### src/rtl/mem_access_ctrl_if.sv
// mem_access_ctrl_if: pipeline request/response and data-memory bus bundle.
// master = pipeline + memory side, slave = mem_access_ctrl.
interface mem_access_ctrl_if;
  logic        req_valid;
  logic        req_ready;
  logic        req_we;
  logic [1:0]  req_size;
  logic        req_unsigned;
  logic [63:0] req_addr;
  logic [63:0] req_wdata;
  logic [63:0] dm_addr;
  logic [63:0] dm_wdata;
  logic        dm_wr;
  logic        dm_rd;
  logic [1:0]  dm_mux_sel;
  logic [63:0] dm_rdata;
  logic        resp_valid;
  logic [63:0] resp_rdata;
  logic        resp_err;

  modport master (
    output req_valid, req_we, req_size, req_unsigned,
    output req_addr, req_wdata, dm_rdata,
    input  req_ready, dm_addr, dm_wdata, dm_wr, dm_rd,
    input  dm_mux_sel, resp_valid, resp_rdata, resp_err
  );

  modport slave (
    input  req_valid, req_we, req_size, req_unsigned,
    input  req_addr, req_wdata, dm_rdata,
    output req_ready, dm_addr, dm_wdata, dm_wr, dm_rd,
    output dm_mux_sel, resp_valid, resp_rdata, resp_err
  );
endinterface

### src/rtl/mem_access_ctrl.sv
// mem_access_ctrl: load/store sequencer with RMW for sub-double RAM stores.
// Ports: clk, rst_n (async, active low), bus (slave of mem_access_ctrl_if).
// Optional MEM_ACCESS_ALIGN_CHECK_EN: misaligned requests answer with error.
module mem_access_ctrl (
  input logic              clk,
  input logic              rst_n,
  mem_access_ctrl_if.slave bus
);
  typedef enum logic [2:0] {
    IDLE, LOAD, RMW_RD, WRITE, RESP
  } state_e;

  localparam logic [1:0] RG_RAM = 2'd0;
  localparam logic [1:0] RG_LED = 2'd1;
  localparam logic [1:0] RG_SW  = 2'd2;
  localparam logic [1:0] RG_UNM = 2'd3;

  state_e      state_q;
  logic [1:0]  size_q;
  logic [1:0]  region_q;
  logic        uns_q;
  logic [63:0] wdata_q;
  logic        req_ready_q;
  logic        dm_wr_q;
  logic        dm_rd_q;
  logic [1:0]  dm_mux_sel_q;
  logic [63:0] dm_addr_q;
  logic [63:0] dm_wdata_q;
  logic        resp_valid_q;
  logic [63:0] resp_rdata_q;
  logic        resp_err_q;

  logic [1:0]  region_d;
  logic [1:0]  mux_d;
  logic        misal_d;
  logic        st_rmw_d;
  logic        st_wr_d;

  assign region_d = bus.req_addr[13:12];

`ifdef MEM_ACCESS_ALIGN_CHECK_EN
  logic [2:0] amask;
  always_comb begin
    amask = 3'b000;
    unique case (bus.req_size)
      2'd0:    amask = 3'b000;
      2'd1:    amask = 3'b001;
      2'd2:    amask = 3'b011;
      default: amask = 3'b111;
    endcase
  end
  assign misal_d = |(bus.req_addr[2:0] & amask);
`else
  assign misal_d = 1'b0;
`endif

  always_comb begin
    mux_d = 2'd0;
    unique case (1'b1)
      (region_d == RG_LED): mux_d = 2'd1;
      (region_d == RG_SW):  mux_d = 2'd2;
      default:              mux_d = 2'd0;
    endcase
  end

  assign st_rmw_d = (region_d == RG_RAM) &&
                    (bus.req_size != 2'd3);
  assign st_wr_d  = (region_d == RG_RAM) ||
                    (region_d == RG_LED);

  // Big-endian window: the accessed field sits in the top bits.
  function automatic logic [63:0] load_ext(
    logic [63:0] w, logic [1:0] sz, logic uns
  );
    logic s;
    logic [63:0] r;
    s = ~uns & w[63];
    unique case (sz)
      2'd0:    r = {{56{s}}, w[63:56]};
      2'd1:    r = {{48{s}}, w[63:48]};
      2'd2:    r = {{32{s}}, w[63:32]};
      default: r = w;
    endcase
    return r;
  endfunction

  function automatic logic [63:0] merge(
    logic [63:0] w, logic [63:0] wd, logic [1:0] sz
  );
    logic [63:0] r;
    unique case (sz)
      2'd0:    r = {wd[7:0],  w[55:0]};
      2'd1:    r = {wd[15:0], w[47:0]};
      2'd2:    r = {wd[31:0], w[31:0]};
      default: r = wd;
    endcase
    return r;
  endfunction

  always_ff @(posedge clk or negedge rst_n) begin
    if (!rst_n) begin
      state_q      <= IDLE;
      size_q       <= 2'd0;
      region_q     <= RG_RAM;
      uns_q        <= 1'b0;
      wdata_q      <= '0;
      req_ready_q  <= 1'b1;
      dm_wr_q      <= 1'b0;
      dm_rd_q      <= 1'b0;
      dm_mux_sel_q <= 2'd0;
      dm_addr_q    <= '0;
      dm_wdata_q   <= '0;
      resp_valid_q <= 1'b0;
      resp_rdata_q <= '0;
      resp_err_q   <= 1'b0;
    end else begin
      unique case (state_q)
        IDLE: begin
          if (bus.req_valid) begin
            size_q      <= bus.req_size;
            region_q    <= region_d;
            uns_q       <= bus.req_unsigned;
            wdata_q     <= bus.req_wdata;
            dm_addr_q   <= bus.req_addr;
            req_ready_q <= 1'b0;
            if (misal_d) begin
              state_q      <= RESP;
              resp_valid_q <= 1'b1;
              resp_err_q   <= 1'b1;
              resp_rdata_q <= '0;
            end else if (!bus.req_we) begin
              state_q      <= LOAD;
              dm_rd_q      <= 1'b1;
              dm_mux_sel_q <= mux_d;
            end else if (st_rmw_d) begin
              state_q <= RMW_RD;
              dm_rd_q <= 1'b1;
            end else if (st_wr_d) begin
              state_q    <= WRITE;
              dm_wr_q    <= 1'b1;
              dm_wdata_q <= bus.req_wdata;
            end else begin
              // switch/unmapped store: dropped
              state_q      <= RESP;
              resp_valid_q <= 1'b1;
              resp_err_q   <= 1'b1;
              resp_rdata_q <= '0;
            end
          end
        end
        LOAD: begin
          state_q      <= RESP;
          dm_rd_q      <= 1'b0;
          dm_mux_sel_q <= 2'd0;
          resp_valid_q <= 1'b1;
          resp_err_q   <= 1'b0;
          resp_rdata_q <= (region_q == RG_UNM) ? '0 :
                          load_ext(bus.dm_rdata, size_q, uns_q);
        end
        RMW_RD: begin
          state_q    <= WRITE;
          dm_rd_q    <= 1'b0;
          dm_wr_q    <= 1'b1;
          dm_wdata_q <= merge(bus.dm_rdata, wdata_q, size_q);
        end
        WRITE: begin
          state_q      <= RESP;
          dm_wr_q      <= 1'b0;
          resp_valid_q <= 1'b1;
          resp_err_q   <= 1'b0;
          resp_rdata_q <= '0;
        end
        RESP: begin
          state_q      <= IDLE;
          resp_valid_q <= 1'b0;
          resp_err_q   <= 1'b0;
          req_ready_q  <= 1'b1;
          dm_addr_q    <= '0;
        end
        default: state_q <= IDLE;
      endcase
    end
  end

  assign bus.req_ready  = req_ready_q;
  assign bus.dm_wr      = dm_wr_q;
  assign bus.dm_rd      = dm_rd_q;
  assign bus.dm_mux_sel = dm_mux_sel_q;
  assign bus.dm_addr    = dm_addr_q;
  assign bus.dm_wdata   = dm_wdata_q;
  assign bus.resp_valid = resp_valid_q;
  assign bus.resp_rdata = resp_rdata_q;
  assign bus.resp_err   = resp_err_q;
endmodule

### src/flat_wrapper.sv
// flat-port wrapper written by rule: the top's interface ports become plain ports
module mem_access_ctrl_flat 
  (clk, rst_n, bus_req_valid, bus_req_we, bus_req_size, bus_req_unsigned, bus_req_addr, bus_req_wdata, bus_dm_rdata, bus_req_ready, bus_dm_addr, bus_dm_wdata, bus_dm_wr, bus_dm_rd, bus_dm_mux_sel, bus_resp_valid, bus_resp_rdata, bus_resp_err);
  mem_access_ctrl_if bus_i ();
  input logic clk;
  input logic rst_n;
  input wire logic [$bits(bus_i.req_valid)-1:0] bus_req_valid;
  input wire logic [$bits(bus_i.req_we)-1:0] bus_req_we;
  input wire logic [$bits(bus_i.req_size)-1:0] bus_req_size;
  input wire logic [$bits(bus_i.req_unsigned)-1:0] bus_req_unsigned;
  input wire logic [$bits(bus_i.req_addr)-1:0] bus_req_addr;
  input wire logic [$bits(bus_i.req_wdata)-1:0] bus_req_wdata;
  input wire logic [$bits(bus_i.dm_rdata)-1:0] bus_dm_rdata;
  output wire logic [$bits(bus_i.req_ready)-1:0] bus_req_ready;
  output wire logic [$bits(bus_i.dm_addr)-1:0] bus_dm_addr;
  output wire logic [$bits(bus_i.dm_wdata)-1:0] bus_dm_wdata;
  output wire logic [$bits(bus_i.dm_wr)-1:0] bus_dm_wr;
  output wire logic [$bits(bus_i.dm_rd)-1:0] bus_dm_rd;
  output wire logic [$bits(bus_i.dm_mux_sel)-1:0] bus_dm_mux_sel;
  output wire logic [$bits(bus_i.resp_valid)-1:0] bus_resp_valid;
  output wire logic [$bits(bus_i.resp_rdata)-1:0] bus_resp_rdata;
  output wire logic [$bits(bus_i.resp_err)-1:0] bus_resp_err;
  assign bus_i.req_valid = bus_req_valid;
  assign bus_i.req_we = bus_req_we;
  assign bus_i.req_size = bus_req_size;
  assign bus_i.req_unsigned = bus_req_unsigned;
  assign bus_i.req_addr = bus_req_addr;
  assign bus_i.req_wdata = bus_req_wdata;
  assign bus_i.dm_rdata = bus_dm_rdata;
  assign bus_req_ready = bus_i.req_ready;
  assign bus_dm_addr = bus_i.dm_addr;
  assign bus_dm_wdata = bus_i.dm_wdata;
  assign bus_dm_wr = bus_i.dm_wr;
  assign bus_dm_rd = bus_i.dm_rd;
  assign bus_dm_mux_sel = bus_i.dm_mux_sel;
  assign bus_resp_valid = bus_i.resp_valid;
  assign bus_resp_rdata = bus_i.resp_rdata;
  assign bus_resp_err = bus_i.resp_err;
  mem_access_ctrl u_core (.clk(clk), .rst_n(rst_n), .bus(bus_i));
endmodule
### config.mk
export PLATFORM = sky130hd
export DESIGN_NAME = mem_access_ctrl_flat
export DESIGN_NICKNAME = d
export VERILOG_FILES = /design/src/rtl/mem_access_ctrl_if.sv /design/src/rtl/mem_access_ctrl.sv /design/src/flat_wrapper.sv
export SDC_FILE = /design/constraint.sdc
export NUM_CORES = 1
export LEC_CHECK = 0
export ABC_AREA = 1
export CAP_MARGIN = 40
export CORE_MARGIN = 3
export CORE_UTILIZATION = 50
export DETAILED_ROUTE_END_ITERATION = 16
export GPL_TIMING_DRIVEN = 0
export PLACE_DENSITY = 0.87
export SETUP_SLACK_MARGIN = 0.2
export SYNTH_ARGS = -nofsm -noshare
export SYNTH_HDL_FRONTEND = slang
export SYNTH_SLANG_ARGS = --single-unit
### constraint.sdc
create_clock -name clk -period 3.5 [get_ports clk]
set_clock_uncertainty 0.2 [all_clocks]
set_input_delay 1.05 -clock clk [delete_from_list [all_inputs] [get_ports clk]]
set_output_delay 1.05 -clock clk [all_outputs]
set_load 0.01 [all_outputs]
==> results of run 1 <==
-- worst max path at each step --
stage | start | to | cells after the start
2_1_floorplan | bus_req_size[0] | u_core.bus.dm_wdata[0]$_DFFE_PN0P_ | 9
3_3_place_gp | rst_n | u_core.bus.dm_addr[43]$_DFFE_PN0P_ | 1
3_5_place_dp | bus_req_valid | u_core.bus.dm_addr[56]$_DFFE_PN0P_ | 7
4_1_cts | u_core.bus.req_ready$_DFFE_PN1P_ | bus_req_ready | 1
5_1_grt | u_core.bus.req_ready$_DFFE_PN1P_ | bus_req_ready | 1
6_report | u_core.bus.req_ready$_DFFE_PN1P_ | bus_req_ready | 1
-- final cells by class --
| class | count | area (um2) |
|---|---|---|
| Antenna cell | 1 | 2.50 |
| Clock inverter | 13 | 173 |
| Inverter | 93 | 349 |
| Fill cell | 1935 | 6920 |
| Multi-Input combinational cell | 1277 | 5320 |
| Clock buffer | 39 | 843 |
| Tap cell | 330 | 413 |
| Buffer | 102 | 487 |
| Timing Repair Buffer | 399 | 4030 |
| Sequential cell | 271 | 6780 |
-- cells in the final DEF (no fill, tap or decap), drive strengths merged --
master	count
clkinvlp	3
o211ai	75
clkinv	6
nand4	1
clkdlybuf4s50	396
diode	1
dfstp	1
buf	69
o21ai	92
clkbuf	75
nand2	997
nor2	30
nand3	63
dfrtp	270
a21oi	19
bufinv	4
inv	93
-- registers in the layout, summed over array words and instances, names as in the netlist, 2 cells and up --
name	count
u_core.bus.dm_addr	64
u_core.bus.dm_mux_sel	2
u_core.bus.dm_wdata	64
u_core.bus.resp_rdata	64
u_core.region_q	2
u_core.size_q	2
u_core.state_q	3
u_core.wdata_q	64
-- stage by stage --
step           hold slack [ps]  util (%)  cell area, um2  TNS (ps)  power, mW
2_1_floorplan              242         -           12900         0       9.45
3_3_place_gp               253      68.4           17300  -2754780       13.2
3_5_place_dp               259      68.7           17400         0       13.4
4_1_cts                    264      72.7           18400         0       16.8
5_1_grt                    288      72.7           18400         0       17.9
6_report                   247      72.7           18400         0       16.8
-- power groups by stage --
stage	logic, mW	registers [mW]	clock network, mW
floorplan	3.73	5.71	0
global placement	7.74	5.46	0
detailed placement	7.95	5.50	0
CTS	8.03	5.48	3.28
global route	8.80	5.64	3.41
finish	8.05	5.51	3.26
-- metal layers --
| layer | wire (um) | up-vias |
|---|---|---|
| met3 | 5020 | 175 |
| li1 | - | 6294 |
| met1 | 19000 | 6420 |
| met4 | 2880 | 2 |
| met2 | 23900 | 773 |
| met5 | 13 | - |
-- cells by family (layout without fill, tap and decap cells) --
group           count (synthesis)  count (layout)  share of synthesized area, %
compound gates                186             186                          8.67
buf+inv                       195             646                          6.46
flops                         271             271                          52.4
other cells                     0               1                             0
simple gates                 1091            1091                          32.5
==> impl_metrics.toml, run 1 <==
[critical_path]
crit_fanout = 2
worst_r2r_path_depth = 6
critPathMaxStageDelay_ps = 530
path_cells = "clkdlybuf4s50_1"
crit_required_ps = 2250
startpoint_type = "flip-flop"
critPathTopFamily = "flip-flops"
rrSetupSlack_ps = 1200
crit_buf_inv = 1
crit_type = "flip-flop to output pin"
rr_startpoint = "u_core.state_q[2]$_DFFE_PN0P_"
worst_setup_path_end_kind = "output pin"
r2r-end = "u_core.bus.resp_rdata[9]$_DFFE_PN0P_"
arrival_ps = 1610
critPathSlowestCell = "dfstp_2"

[routing]
firstDrtPassIters = 5
routedWlPerCell_um = 20.1
ant_nets = 0
drc = 0
routed_via_density = 5.41
drt_wl_total_um = 50800
vias = 13700
drt_iter0_markers = 1421

[cts]
clk_pin_slew_ps = 60
numCtsBuffers = 29
hold_buffers = 0
clock_path_buffers = 3
htreeDepth = 1
clockRootBuffer = "clkbuf_16"
cts_sinks = 271
cts_resized = 0
cts_setup_buffers = 0
cts_tree = "done"
clock_latency_ps = 550

[sta]
rsz0062_at_grt = "no"
period_needed_ps = 2860
min_period_over_period_pct = 81.7
drv_slew = 0
hold_viol_final = 0
setup_viol = 0
worst_slew_pin_slew_ps = 861
slew-limit-headroom_pct = 42.5
setup_ws_ps = 641
fmax_ghz = 0.350

[placement]
hpwlAfterDp_um = 39200
post-place-ws_ps = 266
dp.cells = 2472
portBuffers = 397
place.gp.congestion = 0.979

[power_and_ir_drop]
ir_drop_uv = 588
internal_power_mw = 9.84
switching_power_mw = 6.99
p_leak_nw = 9.44
pwr_density_cell_nw_per_um2 = 914
seqPwrFrac_pct = 32.8
pwr-share-comb_pct = 47.8
power.share.switching_pct = 41.5
p_clk_share_pct = 19.4

[yosys]
synthTopCellsByCount = "996 x nand2_1, 270 x dfrtp_1, 89 x inv_1"
synth_top_cell_by_area = "dfrtp_1"
synth_warnings = 0
ys.flop_type = "dfrtp_1"
syn_area_um2 = 12900
synth_area_leaders = "dfrtp_1 52%, nand2_1 29%, o211ai_1 4.4%"
avgSynthCellArea_um2 = 7.43
synth_cells = 1743
async_reset_ff_share_pct = 100
synth.most_common_cell = "nand2_1"
seq_area_frac_synth_pct = 52.4
synth_edf_count = 0
synth-seq-cells = 271
synth_nets = 1942
yosysTopAreaCellShare_pct = 52.2
yosysUniqueCellTypes = 20

[global_route]
grt_max_degree = 109
grt_use_met1_pct = 44.7
use_met3_pct = 8.50
groute.layer.met2.usage_pct = 59.0
antenna_found_initial = 2
busiest_layer = "met2"
grt_pass1_wl_um = 77700
grt-ovfl-total = 0
grtUsageTotal_pct = 35.6
grt_pass1_vias = 13600

[final_layout]
nNetsFinal = 2372
drive_above_1_share_pct = 5.83
fin_cells = 2525
areaGrowthSynthToFinish_pct = 42.2

[floorplan]
start_util_pct = 51.1
ios = 398
dieWidth_um = 167
core_area_um2 = 25300
fp.dieH_um = 167
row_count = 58
die-area_um2 = 27900

[hold_path]
hold_path_class = "input pin to async pin"

[outcome]
status = "completed"

[job]
maxCapViolCount = 0
No activity file was read; power rests on OpenSTA's default activity.
==> inputs of run 2 (changes only) <==
--- a/config.mk
+++ b/config.mk
@@ -8,10 +8,10 @@
 export ABC_AREA = 1
 export CAP_MARGIN = 40
 export CORE_MARGIN = 3
-export CORE_UTILIZATION = 50
+export CORE_UTILIZATION = 47
 export DETAILED_ROUTE_END_ITERATION = 16
 export GPL_TIMING_DRIVEN = 0
-export PLACE_DENSITY = 0.87
+export PLACE_DENSITY = 0.82
 export SETUP_SLACK_MARGIN = 0.2
 export SYNTH_ARGS = -nofsm -noshare
 export SYNTH_HDL_FRONTEND = slang
==> constraint.sdc (replaced) <==
create_clock -name clk -period 3 [get_ports clk]
set_clock_uncertainty 0.2 [all_clocks]
set_input_delay 0.9 -clock clk [delete_from_list [all_inputs] [get_ports clk]]
set_output_delay 0.9 -clock clk [all_outputs]
set_load 0.01 [all_outputs]
==> run 2 against run 1 <==
Global-route usage fell by 2.7 points. Sequential power increased by 16%. Largest cell class unchanged. Combinational power is 16% higher. Highest routed layer unchanged. Count of clock-buffer cells in the layout fell by 1. Critical endpoint unchanged. Routed wire length fell by 1.4%. Clock power grew 21%. Critical path type unchanged. Die area is 6.1% higher.
==> impl_metrics.toml, run 2 (synthesis gave the netlist of run 1 again) <==
[outcome]
status = "completed"

[routing]
drt_wl_total_um = 50100
drc = 0
routedWlPerCell_um = 19.7
routed_via_density = 5.32
ant_nets = 0
firstDrtPassIters = 6
drt_iter0_markers = 1351
vias = 13500

[cts]
htreeDepth = 1
clock_latency_ps = 550
numCtsBuffers = 28
cts_resized = 0
cts_sinks = 271
cts_tree = "done"
clk_pin_slew_ps = 60
cts_setup_buffers = 0
hold_buffers = 0
clockRootBuffer = "clkbuf_16"
clock_path_buffers = 3

[floorplan]
fp.dieH_um = 172
core_area_um2 = 27000
ios = 398
die-area_um2 = 29600
dieWidth_um = 172
start_util_pct = 47.9
row_count = 60

[power_and_ir_drop]
pwr_density_cell_nw_per_um2 = 1070
p_leak_nw = 9.47
ir_drop_uv = 716

[placement]
portBuffers = 397
post-place-ws_ps = -26.3
hpwlAfterDp_um = 38200
place.gp.congestion = 0.999
dp.cells = 2483

[global_route]
grt-ovfl-total = 0
grt_pass1_wl_um = 74500
grtUsageTotal_pct = 32.9
antenna_found_initial = 7
grt_max_degree = 123
grt_pass1_vias = 13000

[critical_path]
arrival_ps = 1650
crit_buf_inv = 1
critPathMaxStageDelay_ps = 560
critPathSlowestCell = "clkdlybuf4s50_1"
crit_required_ps = 1900
worst_setup_path_end_kind = "output pin"
startpoint_type = "flip-flop"
path_cells = "clkdlybuf4s50_1"
critPathTopFamily = "buffers and inverters"
crit_fanout = 2
crit_type = "flip-flop to output pin"

[final_layout]
multi_input_area_um2 = 5320
nNetsFinal = 2371
fillers = 2249
seq_area_um2 = 6780
post-route-util_pct = 68.4
final_cell_mix = "996 x nand2_1, 396 x clkdlybuf4s50_1, 270 x dfrtp_1"
areaGrowthSynthToFinish_pct = 42.8
layout_commonest_cell = "nand2_1"
drive_above_1_share_pct = 5.88
fin_cells = 2540

[sta]
hold_viol_final = 0
worst_slew_pin_slew_ps = 689
setup_viol = 0
min_period_over_period_pct = 91.6
period_needed_ps = 2750
slew-limit-headroom_pct = 54.0
setup_ws_ps = 251
tns_ps = 0
drv_slew = 0
fmax_ghz = 0.364
timing.hold.ws_ps = 19.6
rsz0062_at_grt = "no"

[hold_path]
hold_path_class = "input pin to async pin"

[job]
maxCapViolCount = 0
==> run 2: changes by cell type in the layout (fill, tap and decap cells not counted), sizes merged <==
cell      before  now
clkinv         6    7
clkinvlp       3    1
clkbuf        75   74
bufinv         4    6
diode          1    5
==> run 2: per-stage QoR <==
stage / power, mW / instance area (um2)
2_1_floorplan: 11.0 / 12900
3_3_place_gp: 15.4 / 17300
3_5_place_dp: 15.6 / 17400
4_1_cts: 19.7 / 18500
5_1_grt: 20.9 / 18500
6_report: 19.7 / 18500
==> run 2: metal layers <==
| metal | GRT usage, % | vias up | routed length, um |
|---|---|---|---|
| met2 | 54.6 | 728 | 23700 |
| met3 | 5.58 | 119 | 4400 |
| met5 | 0 | - | 23 |
| met4 | 12.7 | 4 | 2070 |
| met1 | 43.4 | 6363 | 19900 |
| li1 | - | 6294 | - |
==> run 2: final cells by class <==
type	count	area share (%)
sequential	271	36.7
multi-input combinational	1277	28.8
timing repair buffer	399	21.8
clock buffer	38	4.54
buffer	102	2.63
tap	341	2.31
inverter	93	1.89
clock inverter	14	1.21
antenna	5	0.0677
==> run 2: power breakdown <==
part           switching (mW)  leakage (nW)  internal [mW]
Sequential               1.10          3.43           5.29
Combinational            5.45          5.51           3.89
Clock                    1.50         0.528           2.47
==> run 2: worst paths after layout <==
kind,cells past startpoint,endpoint,slack (ps),start
setup / recovery,1,bus_req_ready,250,u_core.bus.req_ready$_DFFE_PN1P_
hold / removal,1,u_core.bus.dm_addr[21]$_DFFE_PN0P_,20,rst_n
setup reg to reg,6,u_core.bus.resp_rdata[6]$_DFFE_PN0P_,810,u_core.state_q[2]$_DFFE_PN0P_
hold reg to reg,2,u_core.bus.dm_addr[62]$_DFFE_PN0P_,270,u_core.bus.dm_addr[62]$_DFFE_PN0P_
max in group asynchronous,3,u_core.bus.dm_addr[46]$_DFFE_PN0P_,1170,rst_n
min in group clk,2,u_core.bus.dm_addr[62]$_DFFE_PN0P_,270,u_core.bus.dm_addr[62]$_DFFE_PN0P_
==> inputs of run 3 (changes only) <==
--- a/config.mk
+++ b/config.mk
@@ -12,6 +12,7 @@
 export DETAILED_ROUTE_END_ITERATION = 16
 export GPL_TIMING_DRIVEN = 0
 export PLACE_DENSITY = 0.82
+export RECOVER_POWER = 50
 export SETUP_SLACK_MARGIN = 0.2
 export SYNTH_ARGS = -nofsm -noshare
 export SYNTH_HDL_FRONTEND = slang
==> run 3 against run 2 <==
Critical path depth is the same. Highest routed layer unchanged. Register-to-register slack lost 290 ps. Cell area shrank 0.18%.
==> impl_metrics.toml, run 3 (synthesis gave the netlist of run 1 again) <==
[final_layout]
nNetsFinal = 2371
areaGrowthSynthToFinish_pct = 42.5
post-route-util_pct = 68.3
layout_commonest_cell = "nand2_1"
final_cell_mix = "996 x nand2_1, 393 x clkdlybuf4s50_1, 270 x dfrtp_1"
drive_above_1_share_pct = 5.42

[cts]
clockRootBuffer = "clkbuf_16"
cts_tree = "done"
clk_pin_slew_ps = 60
cts_sinks = 271
clock_path_buffers = 3
htreeDepth = 1
numCtsBuffers = 28
hold_buffers = 0
clock_latency_ps = 550
cts_resized = 0
cts_setup_buffers = 0

[global_route]
antenna_found_initial = 7
grtUsageTotal_pct = 32.9
grt_max_degree = 123
grt_pass1_vias = 13000
grt_pass1_wl_um = 74500
grt-ovfl-total = 0

[floorplan]
ios = 398
row_count = 60
start_util_pct = 47.9
core_area_um2 = 27000
fp.dieH_um = 172
die-area_um2 = 29600
dieWidth_um = 172

[critical_path]
crit_required_ps = 1900
critPathTopFamily = "buffers and inverters"
critPathMaxStageDelay_ps = 560
critPathSlowestCell = "clkdlybuf4s50_1"
startpoint_type = "flip-flop"
crit_type = "flip-flop to output pin"
arrival_ps = 1650
crit_buf_inv = 1
path_cells = "clkdlybuf4s50_1"
worst_setup_path_end_kind = "output pin"
crit_fanout = 2

[power_and_ir_drop]
p_leak_nw = 9.44
ir_drop_uv = 716
pwr_density_cell_nw_per_um2 = 1070

[sta]
slew-limit-headroom_pct = 22.9
setup_viol = 0
period_needed_ps = 2750
drv_slew = 0
rsz0062_at_grt = "no"
setup_ws_ps = 250
hold_viol_final = 0
min_period_over_period_pct = 91.7
fmax_ghz = 0.364
worst_slew_pin_slew_ps = 1160

[routing]
routedWlPerCell_um = 19.7
firstDrtPassIters = 6
drc = 0
vias = 13500
drt_wl_total_um = 50100
routed_via_density = 5.33
ant_nets = 0
drt_iter0_markers = 1485

[placement]
place.gp.congestion = 0.999
post-place-ws_ps = -26.3
portBuffers = 397
hpwlAfterDp_um = 38200

[outcome]
status = "completed"

[job]
maxCapViolCount = 0

[hold_path]
hold_path_class = "input pin to async pin"
## run 3: cell types whose count changed in the layout (fill, tap and decap cells not counted), moves of 2 or more
cell | before | now
clkbuf_1 | 37 | 46
buf_2 | 53 | 46
dlygate4sd3_1 | 0 | 3
clkdlybuf4s50_1 | 396 | 393
buf_4 | 10 | 8
## run 3: per-layer routing
| layer | track usage, % | part of all wire [%] | vias to the layer above |
|---|---|---|---|
| li1 | - | - | 6296 |
| met1 | 43.4 | 40 | 6389 |
| met2 | 54.6 | 47 | 704 |
| met3 | 5.58 | 8.9 | 133 |
| met4 | 12.7 | 4.3 | 4 |
| met5 | 0 | 0.046 | - |
## run 3: worst paths after layout
kind                       depth (start not counted)                                  start  slack, ps                                    end
hold / removal                                     1                                  rst_n         10     u_core.bus.dm_addr[21]$_DFFE_PN0P_
hold reg to reg                                    2  u_core.bus.resp_rdata[26]$_DFFE_PN0P_        270  u_core.bus.resp_rdata[26]$_DFFE_PN0P_
setup / recovery                                   1       u_core.bus.req_ready$_DFFE_PN1P_        250                          bus_req_ready
max in group asynchronous                          3                                  rst_n        660     u_core.bus.dm_addr[46]$_DFFE_PN0P_
setup reg to reg                                   9          u_core.state_q[0]$_DFFE_PN0P_        520  u_core.bus.resp_rdata[31]$_DFFE_PN0P_
min in group clk                                   2  u_core.bus.resp_rdata[26]$_DFFE_PN0P_        270  u_core.bus.resp_rdata[26]$_DFFE_PN0P_
## run 3: layout make-up
class                   instances  area [um2]
fillers                      2254        8580
flip-flops and latches        271        6780
multi-input cells            1277        5320
repair buffers                399        4020
clock buffers                  38         840
plain buffers                 102         470
well taps                     341         427
inverters                      93         349
clock inverters                14         223
diodes                          5        12.5
## run 3: power breakdown
part | total (mW) | switching, mW | internal (mW)
clock network | 3.97 | 1.50 | 2.47
registers | 6.38 | 1.09 | 5.29
logic | 9.31 | 5.45 | 3.86
## run 3: per-stage QoR
| stage | setup TNS, ps | power [mW] | cells | area, um2 | hold WS [ps] |
|---|---|---|---|---|---|
| floorplan | 0 | 11.0 | 1743 | 12900 | 242 |
| global placement | -2836790 | 15.4 | 2481 | 17300 | 253 |
| detailed placement | -116 | 15.6 | 2483 | 17400 | 257 |
| CTS | 0 | 19.7 | 2535 | 18500 | 23.2 |
| global route | 0 | 20.9 | 2540 | 18400 | 41.3 |
| finish | 0 | 19.7 | 2540 | 18400 | 12.2 |
